--- src/rtl/scipio_if_pkg.sv ---
// Shared instruction-fetch definitions: fetch FSM state encoding and the NOP word.
// Latency: n/a (types and constants only).
// Backpressure: n/a.
package scipio_if_pkg;

    localparam int          COMMON_WIDTH = 32;
    localparam logic [31:0] NOP_INST     = 32'h0000_0013;   // RV32 addi x0,x0,0

    typedef enum logic [1:0] {
        IDLE = 2'd0,
        REQ  = 2'd1,
        HOLD = 2'd2,
        DROP = 2'd3
    } fetch_state_t;

endpackage

--- src/rtl/if_fetch.sv ---
// Instruction-fetch stage: runs req/ack with instruction memory for pc_addr and
// registers the fetched word with its PC toward IF/ID.
// Latency: mem_ack in cycle N -> inst_valid in N+1; zero-wait memory sustains 1 inst/cycle.
// Backpressure: fetch_stall holds the PC register unless a fetch is consumed; a downstream
// stall parks acked data in HOLD; flush kills the current and any outstanding fetch.
//
// Ports: clk, rst (async, active-high); pc_addr, stall, flush in from pipeline;
//        mem_req/mem_addr out, mem_ack/mem_rdata in to instruction memory;
//        inst_valid/inst/inst_pc out to IF/ID; fetch_stall out to PC register.
// Build option: define IF_MISALIGN_EXC_EN to add the inst_misalign output; a misaligned
//        pc_addr then produces a NOP slot flagged misaligned instead of a memory request.
module if_fetch
    import scipio_if_pkg::*;
#(
    parameter int          XLEN       = COMMON_WIDTH,
    parameter logic [31:0] RESET_INST = NOP_INST
) (
    input  logic            clk,
    input  logic            rst,
    input  logic [XLEN-1:0] pc_addr,
    input  logic            stall,
    input  logic            flush,
    output logic            mem_req,
    output logic [XLEN-1:0] mem_addr,
    input  logic            mem_ack,
    input  logic [XLEN-1:0] mem_rdata,
    output logic            inst_valid,
    output logic [XLEN-1:0] inst,
    output logic [XLEN-1:0] inst_pc,
`ifdef IF_MISALIGN_EXC_EN
    output logic            inst_misalign,
`endif
    output logic            fetch_stall
);

    fetch_state_t    state, state_nxt;
    logic [XLEN-1:0] req_pc;     // address presented in the most recent REQ cycle
    logic [XLEN-1:0] drop_addr;  // address of the fetch being drained after a flush
    logic            misalign;   // REQ slot replaced by a misaligned-PC marker
    logic            take;       // REQ slot completes this cycle (ack or misalign marker)

`ifdef IF_MISALIGN_EXC_EN
    logic misalign_q;
    assign misalign      = (state == REQ) && (pc_addr[1:0] != 2'b00);
    assign inst_misalign = misalign_q;
`else
    assign misalign = 1'b0;
`endif

    assign take = mem_ack || misalign;

    // PC advances only when an acked fetch is accepted downstream this very cycle.
    assign fetch_stall = !((state == REQ) && mem_ack && !stall && !flush);

    always_comb begin
        state_nxt = state;
        mem_req   = 1'b0;
        mem_addr  = '0;
        case (state)
            IDLE: state_nxt = REQ;
            REQ: begin
                mem_req  = !misalign;
                mem_addr = pc_addr;
                if (flush) begin
                    // A completed slot leaves nothing in flight; otherwise drain it.
                    state_nxt = take ? REQ : DROP;
                end else if (take && stall) begin
                    state_nxt = HOLD;
                end
            end
            HOLD: begin
                mem_addr = req_pc;
                if (flush || !stall) state_nxt = REQ;
            end
            DROP: begin
                mem_req  = 1'b1;
                mem_addr = drop_addr;
                if (!flush && mem_ack) state_nxt = REQ;
            end
            default: state_nxt = IDLE;
        endcase
    end

    always_ff @(posedge clk or posedge rst) begin
        if (rst) begin
            state      <= IDLE;
            req_pc     <= '0;
            drop_addr  <= '0;
            inst_valid <= 1'b0;
            inst       <= RESET_INST;
            inst_pc    <= '0;
`ifdef IF_MISALIGN_EXC_EN
            misalign_q <= 1'b0;
`endif
        end else begin
            state <= state_nxt;
            if (state == REQ) req_pc <= pc_addr;
            if ((state == REQ) && flush && !take) drop_addr <= pc_addr;

            if (flush) begin
                inst_valid <= 1'b0;
`ifdef IF_MISALIGN_EXC_EN
                misalign_q <= 1'b0;
`endif
            end else begin
                case (state)
                    REQ: begin
                        if (misalign) begin
                            inst_valid <= 1'b1;
                            inst       <= RESET_INST;
                            inst_pc    <= pc_addr;
`ifdef IF_MISALIGN_EXC_EN
                            misalign_q <= 1'b1;
`endif
                        end else if (mem_ack) begin
                            inst_valid <= 1'b1;
                            inst       <= mem_rdata;
                            inst_pc    <= pc_addr;
`ifdef IF_MISALIGN_EXC_EN
                            misalign_q <= 1'b0;
`endif
                        end else if (!stall) begin
                            // Stalled valid data is retained until accepted.
                            inst_valid <= 1'b0;
`ifdef IF_MISALIGN_EXC_EN
                            misalign_q <= 1'b0;
`endif
                        end
                    end
                    HOLD: begin
                        // Held word is accepted on the cycle stall drops.
                        if (!stall) begin
                            inst_valid <= 1'b0;
`ifdef IF_MISALIGN_EXC_EN
                            misalign_q <= 1'b0;
`endif
                        end
                    end
                    default: ;
                endcase
            end
        end
    end

endmodule

--- config.mk ---
export PLATFORM = sky130hd
export DESIGN_NAME = if_fetch
export DESIGN_NICKNAME = d
export VERILOG_FILES = /design/src/rtl/scipio_if_pkg.sv /design/src/rtl/if_fetch.sv
export SDC_FILE = /design/constraint.sdc
export NUM_CORES = 1
export LEC_CHECK = 0
export BUFFER_PORTS_ARGS = -buffer_cell sky130_fd_sc_hd__buf_2
export CAP_MARGIN = 20
export CELL_PAD_IN_SITES_DETAIL_PLACEMENT = 2
export CELL_PAD_IN_SITES_GLOBAL_PLACEMENT = 2
export CORE_MARGIN = 2
export CORE_UTILIZATION = 35
export CTS_CLUSTER_DIAMETER = 30
export CTS_CLUSTER_SIZE = 28
export DETAILED_ROUTE_END_ITERATION = 16
export HOLD_SLACK_MARGIN = 0.05
export PLACE_DENSITY = 0.77
export SYNTH_ARGS = -nofsm -noshare
export SYNTH_HDL_FRONTEND = slang
export SYNTH_SLANG_ARGS = --single-unit
--- constraint.sdc ---
create_clock -name clk -period 5.4 [get_ports clk]
set_input_delay 1.62 -clock clk [delete_from_list [all_inputs] [get_ports clk]]
set_output_delay 1.62 -clock clk [all_outputs]
set_load 0.01 [all_outputs]
==> results of run 1 <==
-- cell type report --
type / count / area [um2] / area share
sequential: 131 / 3283 / 0.4355
tap: 220 / 275.3 / 0.03651
inverter: 2 / 10.01 / 0.001328
multi-input combinational: 241 / 2395 / 0.3177
clock inverter: 8 / 147.6 / 0.01959
timing repair buffer: 174 / 925.9 / 0.1228
clock buffer: 24 / 501.7 / 0.06656
-- registers in the layout, indices dropped and copies added, names as in the netlist --
signal	cells
drop_addr	32
inst	32
inst_pc	32
req_pc	32
state	2
inst_valid	1
-- layer usage --
layer / vias up / track usage
li1: 1736 / -
met1: 1987 / 0.2165
met2: 130 / 0.3188
met3: 20 / 0.04422
met4: 0 / 0.06974
met5: - / 0
-- Yosys cell counts --
cell type and number:
and2b_1 1, buf_12 6, nor2_1 1, buf_2 10, clkbuf_1 5, a21oi_1 2
mux2i_1 32, dfstp_2 3, mux2_2 67, mux2_4 60, mux2_1 2, nand2b_1 2
or3_1 1, buf_6 4, buf_4 1, o21ai_0 35, nor2_8 1, nor2b_1 3
inv_1 2, nand2_1 33, dfrtp_1 128, and3b_1 1
-- kinds of logic (layout without fill, tap and decap cells) --
logic type / Yosys count / count (layout) / synth area share
AO/OA/AOI/OAI: 37 / 37 / 0.03130
multiplexers: 161 / 161 / 0.3378
buffers and inverters: 28 / 208 / 0.04209
AND/OR/NAND/NOR: 43 / 43 / 0.03405
flip-flops: 131 / 131 / 0.5548
-- stage by stage --
stage	instance area [um2]	hold WS, ns	total power [mW]	std cells
final	7538	0.5043	3.838	800
after global routing	7538	0.5161	4.056	800
after CTS	7518	0.5067	3.903	799
after detailed placement	6869	0.4800	2.599	767
after global placement	6869	0.4670	2.526	767
after floorplan	5916	0.4579	2.170	400
-- worst paths after layout --
kind                       slack (ns)           end  depth (start not counted)
hold / removal                   0.50  drop_addr[2]                          1
setup / recovery                 1.26   fetch_stall                          4
min in group asynchronous        1.34      inst[18]                          2
hold reg to reg                  0.50  drop_addr[2]                          1
max in group asynchronous        3.12       inst[0]                          3
setup reg to reg                 2.49      inst[20]                          6
-- power by group --
group | total, mW | internal [mW] | leakage, nW | switching [mW]
sequential | 1.49 | 1.31 | 1.53 | 0.183
combinational | 1.08 | 0.596 | 1.73 | 0.487
clock | 1.26 | 0.834 | 0.309 | 0.428
-- placed cells by master (no fill, tap or decap), types with 2 or more instances in the layout --
cell and instances:
clkinvlp_4 3, nor2b_1 2, o21ai_0 35, bufinv_16 4, mux2_1 2, nand2_1 33
a21oi_1 2, mux2_4 60, clkbuf_1 2, clkbuf_16 17, dfrtp_1 127, clkbuf_8 5
buf_12 3, mux2_2 67, buf_4 4, buf_2 167, mux2i_1 32, dfstp_2 3
==> qor.txt, run 1 <==
Status: finished clean
Final HPWL DP: 10.14 mm
Met3 WL: 859 um
CTS Buf Count: 17
Worst slew pin tran: 0.8453 ns
CP max FO: 4
Critical path startpoint category: input pin
Gates resized, CTS repair: 0
WL met2: 7.822 mm
CTS tree: yes
Critical path class: input pin to output port
Remaining DRCs: 0
Worst r2r src: state[1]
Tcrit/Tclk final: 0.7660
Vias per cell: 4.841
Worst EP arrival: 2.52 ns
CP max-delay cell: or3_1
CP Capture Type: output port
Initial antenna violation count: 0
Sequential area share after synthesis: 0.5548
First-pass GRT wire length: 25.23 mm
WL final: 15.33 mm
Ant diodes: 0
CTS Root Buffer Type: clkbuf_16
Vias: 3873
Total global-route track usage: 0.1822
HP Start: drop_addr[2]
Largest stage delay, worst path: 0.36 ns
Latest clock arrival within the worst-skew pair: 0.42 ns
Area grow syn2layout: 27.43%
Htree depth: 4
Initial core utilization: 0.3580
Buf/Inv on CP: 2
Detailed Route Iter0 Violations: 101
DR pass1 iterations: 4
Final total negative setup slack: 0 ns
Cell Pwr Density: 509.1 nW/um2
Clock sink total: 131
Vias in the first global route: 4663
RSZ-0062 raised after global routing: false
Final min period: 4.136 ns
Post-synth net total: 469
Largest net degree at the start of global routing: 71
IO Pins: 168
Final Util: 0.4562
Cells along the critical path: buf_2 > nand2b_1 > or3_1 > buf_2
Hold Path Class: flip-flop to flip-flop
Pins Over Slew Limit: 0
Max Clock Freq: 241.8 MHz
Die ar.: 17960 um2
Die height: 134.0 um
Leakage: 3.572 nW
Mapped Area: 5916 um2
Rows: 47
Core Region: 16520 um2
Worst setup margin: 1.264 ns
Fraction of layout cells with a size suffix above 1: 0.5845
Place WS: 1.281 ns
Top cell by count, worst path: buf_2
DIE WIDTH: 134.0 um
Port Buffers: 167
Area contributors post-synth: dfrtp_1 (54%), mux2_4 (15%), mux2_2 (13%), mux2i_1 (5.4%), o21ai_0 (3.0%)
Clk buf depth: 2
Grt ovf: 0
MaxCap Viol Count: 0
Slew headroom: 0.4364
Postcts setup bufs: 0
Mapped Cells: 400
Clock Skews: 0.009412 ns
Hold Fails Final Rpt: 0
Crit path launch: flush
Worst vdd ir: 217.2 uV
Req. time, crit path: 3.78 ns
GP Congestion: 0.7232
Fillcell total: 1622
Synth Register Bits: 131
Top cell family by delay on the critical path: simple AND/OR/NAND/NOR gates
Uppermost layer routed: met4
Hold buffer count at cts: 0
Count of yosys warnings during synthesis: 0
Final setup fails: 0
Clk slew on worst S/H paths: 0.05 ns
Yosys cell types: 22
Nets: 636
Wire length per cell: 19.16 um
Post-DRT Antenna Nets: 0
Post-synth top area share: 0.5415
Area leader, netlist: dfrtp_1
Mean area per synthesized cell: 14.79 um2
DRT met1 WL: 6.403 mm
(Power assumes the default switching activity.)
==> run 2: changes to the inputs <==
--- a/config.mk
+++ b/config.mk
@@ -10,12 +10,12 @@
 export CELL_PAD_IN_SITES_DETAIL_PLACEMENT = 2
 export CELL_PAD_IN_SITES_GLOBAL_PLACEMENT = 2
 export CORE_MARGIN = 2
-export CORE_UTILIZATION = 35
+export CORE_UTILIZATION = 32
 export CTS_CLUSTER_DIAMETER = 30
 export CTS_CLUSTER_SIZE = 28
 export DETAILED_ROUTE_END_ITERATION = 16
 export HOLD_SLACK_MARGIN = 0.05
-export PLACE_DENSITY = 0.77
+export PLACE_DENSITY = 0.74
 export SYNTH_ARGS = -nofsm -noshare
 export SYNTH_HDL_FRONTEND = slang
 export SYNTH_SLANG_ARGS = --single-unit
==> constraint.sdc (replaced) <==
create_clock -name clk -period 3.45 [get_ports clk]
set_input_delay 1.035 -clock clk [delete_from_list [all_inputs] [get_ports clk]]
set_output_delay 1.035 -clock clk [all_outputs]
set_load 0.01 [all_outputs]
==> qor.txt, run 2 (synthesized netlist as in run 1, its figures left out) <==
Status: finished clean (unchanged)
WL final: 15.66 mm (was 15.33 mm)
Total power: 5.756 mW (was 3.838 mW)
Die height: 140.0 um (was 134.0 um)
Hold buffer count at cts: 0 (unchanged)
Nets: 639 (was 636)
CTS Root Buffer Type: clkbuf_16 (unchanged)
Cell Pwr Density: 766.6 nW/um2 (was 509.1 nW/um2)
Rows: 49 (was 47)
CP Capture Type: output port (unchanged)
Fraction of layout cells with a size suffix above 1: 0.5849 (was 0.5845)
Remaining DRCs: 0 (unchanged)
Vias in the first global route: 4558 (was 4663)
Latest clock arrival within the worst-skew pair: 0.42 ns (about the same)
Gates resized, CTS repair: 0 (unchanged)
Placed cells: 780 (was 767)
Max Clock Freq: 312.0 MHz
Postcts setup bufs: 0 (unchanged)
CP max-delay cell: and2b_1 (was or3_1)
DR pass1 iterations: 4 (unchanged)
Worst slew pin tran: 0.6858 ns (was 0.8453 ns)
Largest net degree at the start of global routing: 59 (was 71)
Slew headroom: 0.5428 (was 0.4364)
RSZ-0062 raised after global routing: false (unchanged)
First-pass GRT wire length: 25.59 mm (was 25.23 mm)
MaxCap Viol Count: 0 (unchanged)
Pins Over Slew Limit: 0 (unchanged)
Post-placement cell area: 6949 um2 (was 6869 um2)
Hold Fails Final Rpt: 0 (unchanged)
Detailed Route Iter0 Violations: 102 (was 101)
Hold WS: 0.4995 ns (was 0.5043 ns)
Tcrit/Tclk final: 0.9291
Port Buffers: 167 (unchanged)
Post-DRT Antenna Nets: 0 (unchanged)
Fillcell total: 1847 (was 1622)
CTS tree: yes (unchanged)
CTS Buf Count: 17 (unchanged)
GP Congestion: 0.6989 (was 0.7232)
Leakage: 3.549 nW (was 3.572 nW)
Clock Skews: 0.01114 ns (was 0.009412 ns)
Clock sink total: 131 (unchanged)
Htree depth: 4 (unchanged)
Final total negative setup slack: 0 ns (unchanged)
Worst vdd ir: 348.4 uV (was 217.2 uV)
Die ar.: 19590 um2 (was 17960 um2)
Most common cell after layout, fill and taps aside: buf_2 (unchanged)
Wire length per cell: 19.28 um (was 19.16 um)
Final setup fails: 0 (unchanged)
Vias: 3865 (was 3873)
Final min period: 3.205 ns
Initial antenna violation count: 0 (unchanged)
Ant diodes: 0 (unchanged)
Most frequent cells in the layout: buf_2 (167), dfrtp_1 (127), mux2_2 (67), mux2_4 (60), o21ai_0 (35) (unchanged)
Critical path class: flip-flop to output port (was input pin to output port)
Largest stage delay, worst path: 0.62 ns (was 0.36 ns)
Final Non-Filler Cells: 812 (was 800)
CP max FO: 21 (was 4)
Critical path startpoint category: flip-flop (was input pin)
Final HPWL DP: 10.42 mm (was 10.14 mm)
Cells along the critical path: and2b_1 > buf_12 > nand2_1 > o21ai_0 > buf_2 (was buf_2 > nand2b_1 > or3_1 > buf_2)
IO Pins: 168 (unchanged)
Req. time, crit path: 2.41 ns (was 3.78 ns)
Clk buf depth: 2 (unchanged)
Total global-route track usage: 0.1685 (was 0.1822)
Vias per cell: 4.760 (was 4.841)
Hold Path Class: flip-flop to flip-flop (unchanged)
Core Region: 18020 um2 (was 16520 um2)
Clk slew on worst S/H paths: 0.06 ns (was 0.05 ns)
Initial core utilization: 0.3282 (was 0.3580)
DIE WIDTH: 140.0 um (was 134.0 um)
Grt ovf: 0 (unchanged)
Area grow syn2layout: 26.92% (was 27.43%)
Worst EP arrival: 2.17 ns (was 2.52 ns)
Final instance area: 7508 um2 (was 7538 um2)
[run 2: cell count changes in the layout (fill, tap and decap cells not counted)]
| cell | change |
|---|---|
| bufinv_16 | -3 |
| clkinv_2 | +3 |
| buf_12 | +2 |
| clkbuf_8 | -2 |
| buf_4 | +1 |
| clkbuf_1 | +1 |
| clkinv_4 | +1 |
| clkinvlp_4 | +1 |
| inv_4 | -1 |
[run 2: cell type report]
class | instances | area, um2 | area share
Timing Repair Buffer | 177 | 973.4 | 0.1296
Multi-Input combinational cell | 241 | 2395 | 0.3189
Clock inverter | 9 | 81.33 | 0.01083
Inverter | 2 | 11.26 | 0.001500
Tap cell | 229 | 286.5 | 0.03816
Clock buffer | 23 | 478.0 | 0.06366
Sequential cell | 131 | 3283 | 0.4373
[run 2: where the power goes]
group	leakage (nW)	total, mW	switching (mW)	internal (mW)
Sequential	1.53	2.33	0.280	2.05
Combinational	1.75	1.71	0.768	0.938
Clock	0.269	1.72	0.675	1.04
[run 2: layer usage]
layer	wire [um]	global-route usage	up-vias
li1	-	-	1736
met1	6735	0.2068	1983
met2	7825	0.2870	129
met3	903	0.05060	17
met4	192	0.05053	0
met5	0	0	-
[run 2: path summary, 6_finish.rpt]
path                          startpoint  depth (start not counted)  slack [ns]             to
setup / recovery                state[0]                          5        0.24   mem_addr[18]
hold / removal             drop_addr[19]                          1        0.50  drop_addr[19]
setup reg to reg                state[1]                          6        0.84  drop_addr[23]
hold reg to reg            drop_addr[19]                          1        0.50  drop_addr[19]
max in group asynchronous            rst                          3        2.00  drop_addr[29]
min in group asynchronous            rst                          2        0.68    inst_pc[13]
[run 2: through the flow]
step / util / setup slack [ns]
after floorplan: - / 0.7805
after global placement: 0.3855 / 0.5285
after detailed placement: 0.3855 / 0.4856
after CTS: 0.4166 / 0.1860
after global routing: 0.4166 / 0.09560
final: 0.4166 / 0.2448
[run 2: worst max-delay path: cells and delay by family (launching register included)]
kind            cells  cell delay [ns]
simple gates        2             0.69
compound gates      1             0.14
flops               1             0.46
buf+inv             2             0.45
==> run 3: changes to the inputs <==
==> constraint.sdc (replaced) <==
create_clock -name clk -period 3.45 [get_ports clk]
set_input_delay 0.8625 -clock clk [delete_from_list [all_inputs] [get_ports clk]]
set_output_delay 0.8625 -clock clk [all_outputs]
set_load 0.01 [all_outputs]
==> qor.txt, run 3 (synthesized netlist as in run 1, its figures left out) <==
Largest net degree at the start of global routing: 44 (was 59)
Port Buffers: 167 (unchanged)
Vias per cell: 4.769 (was 4.760)
Post-DRT Antenna Nets: 0 (unchanged)
Die height: 140.0 um (unchanged)
CTS Buf Count: 17 (unchanged)
Final setup fails: 0 (unchanged)
Worst r2r src: state[1] (unchanged)
Pins Over Slew Limit: 0 (unchanged)
Most common cell after layout, fill and taps aside: buf_2 (unchanged)
Vias: 3877 (was 3865)
Rows: 49 (unchanged)
Initial antenna violation count: 0 (unchanged)
Reg power frac: 0.393 (was 0.405)
Area grow syn2layout: 28.11% (was 26.92%)
Clock sink total: 131 (unchanged)
GP Congestion: 0.7331 (was 0.6989)
Initial core utilization: 0.3282 (unchanged)
IO Pins: 168 (unchanged)
Remaining DRCs: 0 (unchanged)
Detailed Route Iter0 Violations: 147 (was 102)
Grt ovf: 0 (unchanged)
Latest clock arrival within the worst-skew pair: 0.42 ns (about the same)
Clk buf depth: 2 (unchanged)
Cell Pwr Density: 789.4 nW/um2 (was 766.6 nW/um2)
Combinational power share: 0.281 (was 0.296)
Storage cell area: 3283 um2 (unchanged)
Core Region: 18020 um2 (unchanged)
Final total negative setup slack: 0 ns (unchanged)
Wire length per cell: 19.06 um (was 19.28 um)
Die ar.: 19590 um2 (unchanged)
Slew headroom: 0.4431 (was 0.5428)
CP max FO: 27 (was 21)
Critical path startpoint category: flip-flop (unchanged)
Nets: 640 (was 639)
Final min period: 2.999 ns (was 3.205 ns)
Worst EP arrival: 2.14 ns (was 2.17 ns)
Status: finished clean (unchanged)
Vias in the first global route: 4562 (was 4558)
CTS tree: yes (unchanged)
DIE WIDTH: 140.0 um (unchanged)
WL final: 15.50 mm (was 15.66 mm)
Hold buffer count at cts: 0 (unchanged)
Tcrit/Tclk final: 0.8693 (was 0.9291)
P_int: 4.283 mW (was 4.032 mW)
Final HPWL DP: 10.74 mm (was 10.42 mm)
Clock Power Share: 0.326 (was 0.299)
Postcts setup bufs: 0 (unchanged)
Fraction of layout cells with a size suffix above 1: 0.5839 (was 0.5849)
DR pass1 iterations: 4 (unchanged)
R2R Setup Slk: 1.24 ns (was 0.84 ns)
Ant diodes: 0 (unchanged)
Total global-route track usage: 0.1660 (was 0.1685)
Area of the multi-input gates: 2395 um2 (unchanged)
Reg-to-Reg End: inst[19] (was drop_addr[23])
Worst vdd ir: 358.3 uV (was 348.4 uV)
Gates resized, CTS repair: 0 (unchanged)
Net Sw Frac: 0.2840 (was 0.2994)
Most frequent cells in the layout: buf_2 (167), dfrtp_1 (127), mux2_2 (67), mux2_4 (60), o21ai_0 (35) (unchanged)
Hold Fails Final Rpt: 0 (unchanged)
Max Clock Freq: 333.4 MHz (was 312.0 MHz)
Clk slew on worst S/H paths: 0.05 ns (was 0.06 ns)
Crit path launch: state[1] (was state[0])
MaxCap Viol Count: 0 (unchanged)
Clock Skews: 0.008375 ns (was 0.01114 ns)
CTS Root Buffer Type: clkbuf_16 (unchanged)
R2R cell count: 4 (was 6)
RSZ-0062 raised after global routing: false (unchanged)
Net Switching: 1.699 mW (was 1.723 mW)
Critical path class: flip-flop to output port (unchanged)
First-pass GRT wire length: 25.23 mm (was 25.59 mm)
Worst slew pin tran: 0.8336 ns (was 0.6858 ns)
Req. time, crit path: 2.59 ns (was 2.41 ns)
Leakage: 3.587 nW (was 3.549 nW)
Total power: 5.982 mW (was 5.756 mW)
Htree depth: 4 (unchanged)
Hold Path Class: flip-flop to flip-flop (unchanged)
CP endpoint: mem_addr[27] (was mem_addr[18])
Fillcell total: 1827 (was 1847)
CP Capture Type: output port (unchanged)
-- run 3: cell count changes in the layout (fill, tap and decap cells not counted), sizes merged --
cell	change
clkinvlp	-1
bufinv	+4
clkbuf	-1
clkinv	-2
buf	+1
-- run 3: worst min-delay path by stage --
stage,depth (start not counted),start,to
2_1_floorplan,1,drop_addr[19],drop_addr[19]
3_3_place_gp,1,drop_addr[25],drop_addr[25]
3_5_place_dp,1,inst_pc[1],inst_pc[1]
4_1_cts,1,drop_addr[19],drop_addr[19]
5_1_grt,1,req_pc[14],req_pc[14]
6_report,1,drop_addr[19],drop_addr[19]
-- run 3: metrics by stage --
step / setup slack (ns) / util / instance area [um2] / instances / hold WS (ns)
floorplan: 0.9667 / - / 5919 / 400 / 0.4579
global placement: 0.8669 / 0.3853 / 6944 / 781 / 0.4680
detailed placement: 0.8350 / 0.3853 / 6944 / 781 / 0.4914
finish: 0.4509 / 0.4205 / 7579 / 813 / 0.5040
global route: 0.3610 / 0.4205 / 7579 / 813 / 0.5122
CTS: 0.3915 / 0.4205 / 7579 / 813 / 0.5067
-- run 3: per-layer routing --
metal	global-route usage	routed length [um]	up-vias
met5	0	0	-
met4	0.05211	217	0
met3	0.05060	891	20
met2	0.2834	7778	129
met1	0.2016	6611	1989
li1	-	-	1739
-- run 3: area by class of cell --
cell class,count,share of cell area
flip-flops and latches,131,0.4332
multi-input cells,241,0.3160
repair buffers,178,0.1278
clock buffers,22,0.05993
well taps,229,0.03781
clock inverters,10,0.02377
inverters,2,0.001486
-- run 3: worst max-delay path: stages, from the launching register on --
cell     delay (ns)
dfrtp_2        0.56
buf_4          0.50
mux2i_1        0.15
o21ai_0        0.30
buf_2          0.20
-- run 3: power groups by stage --
stage                     Clock, mW  Sequential, mW  Combinational, mW
after floorplan                   0            2.42              0.980
after global placement            0            2.32               1.65
after detailed placement          0            2.36               1.72
after CTS                      2.01            2.36               1.73
after global routing           2.08            2.42               1.83
final                          1.95            2.35               1.68
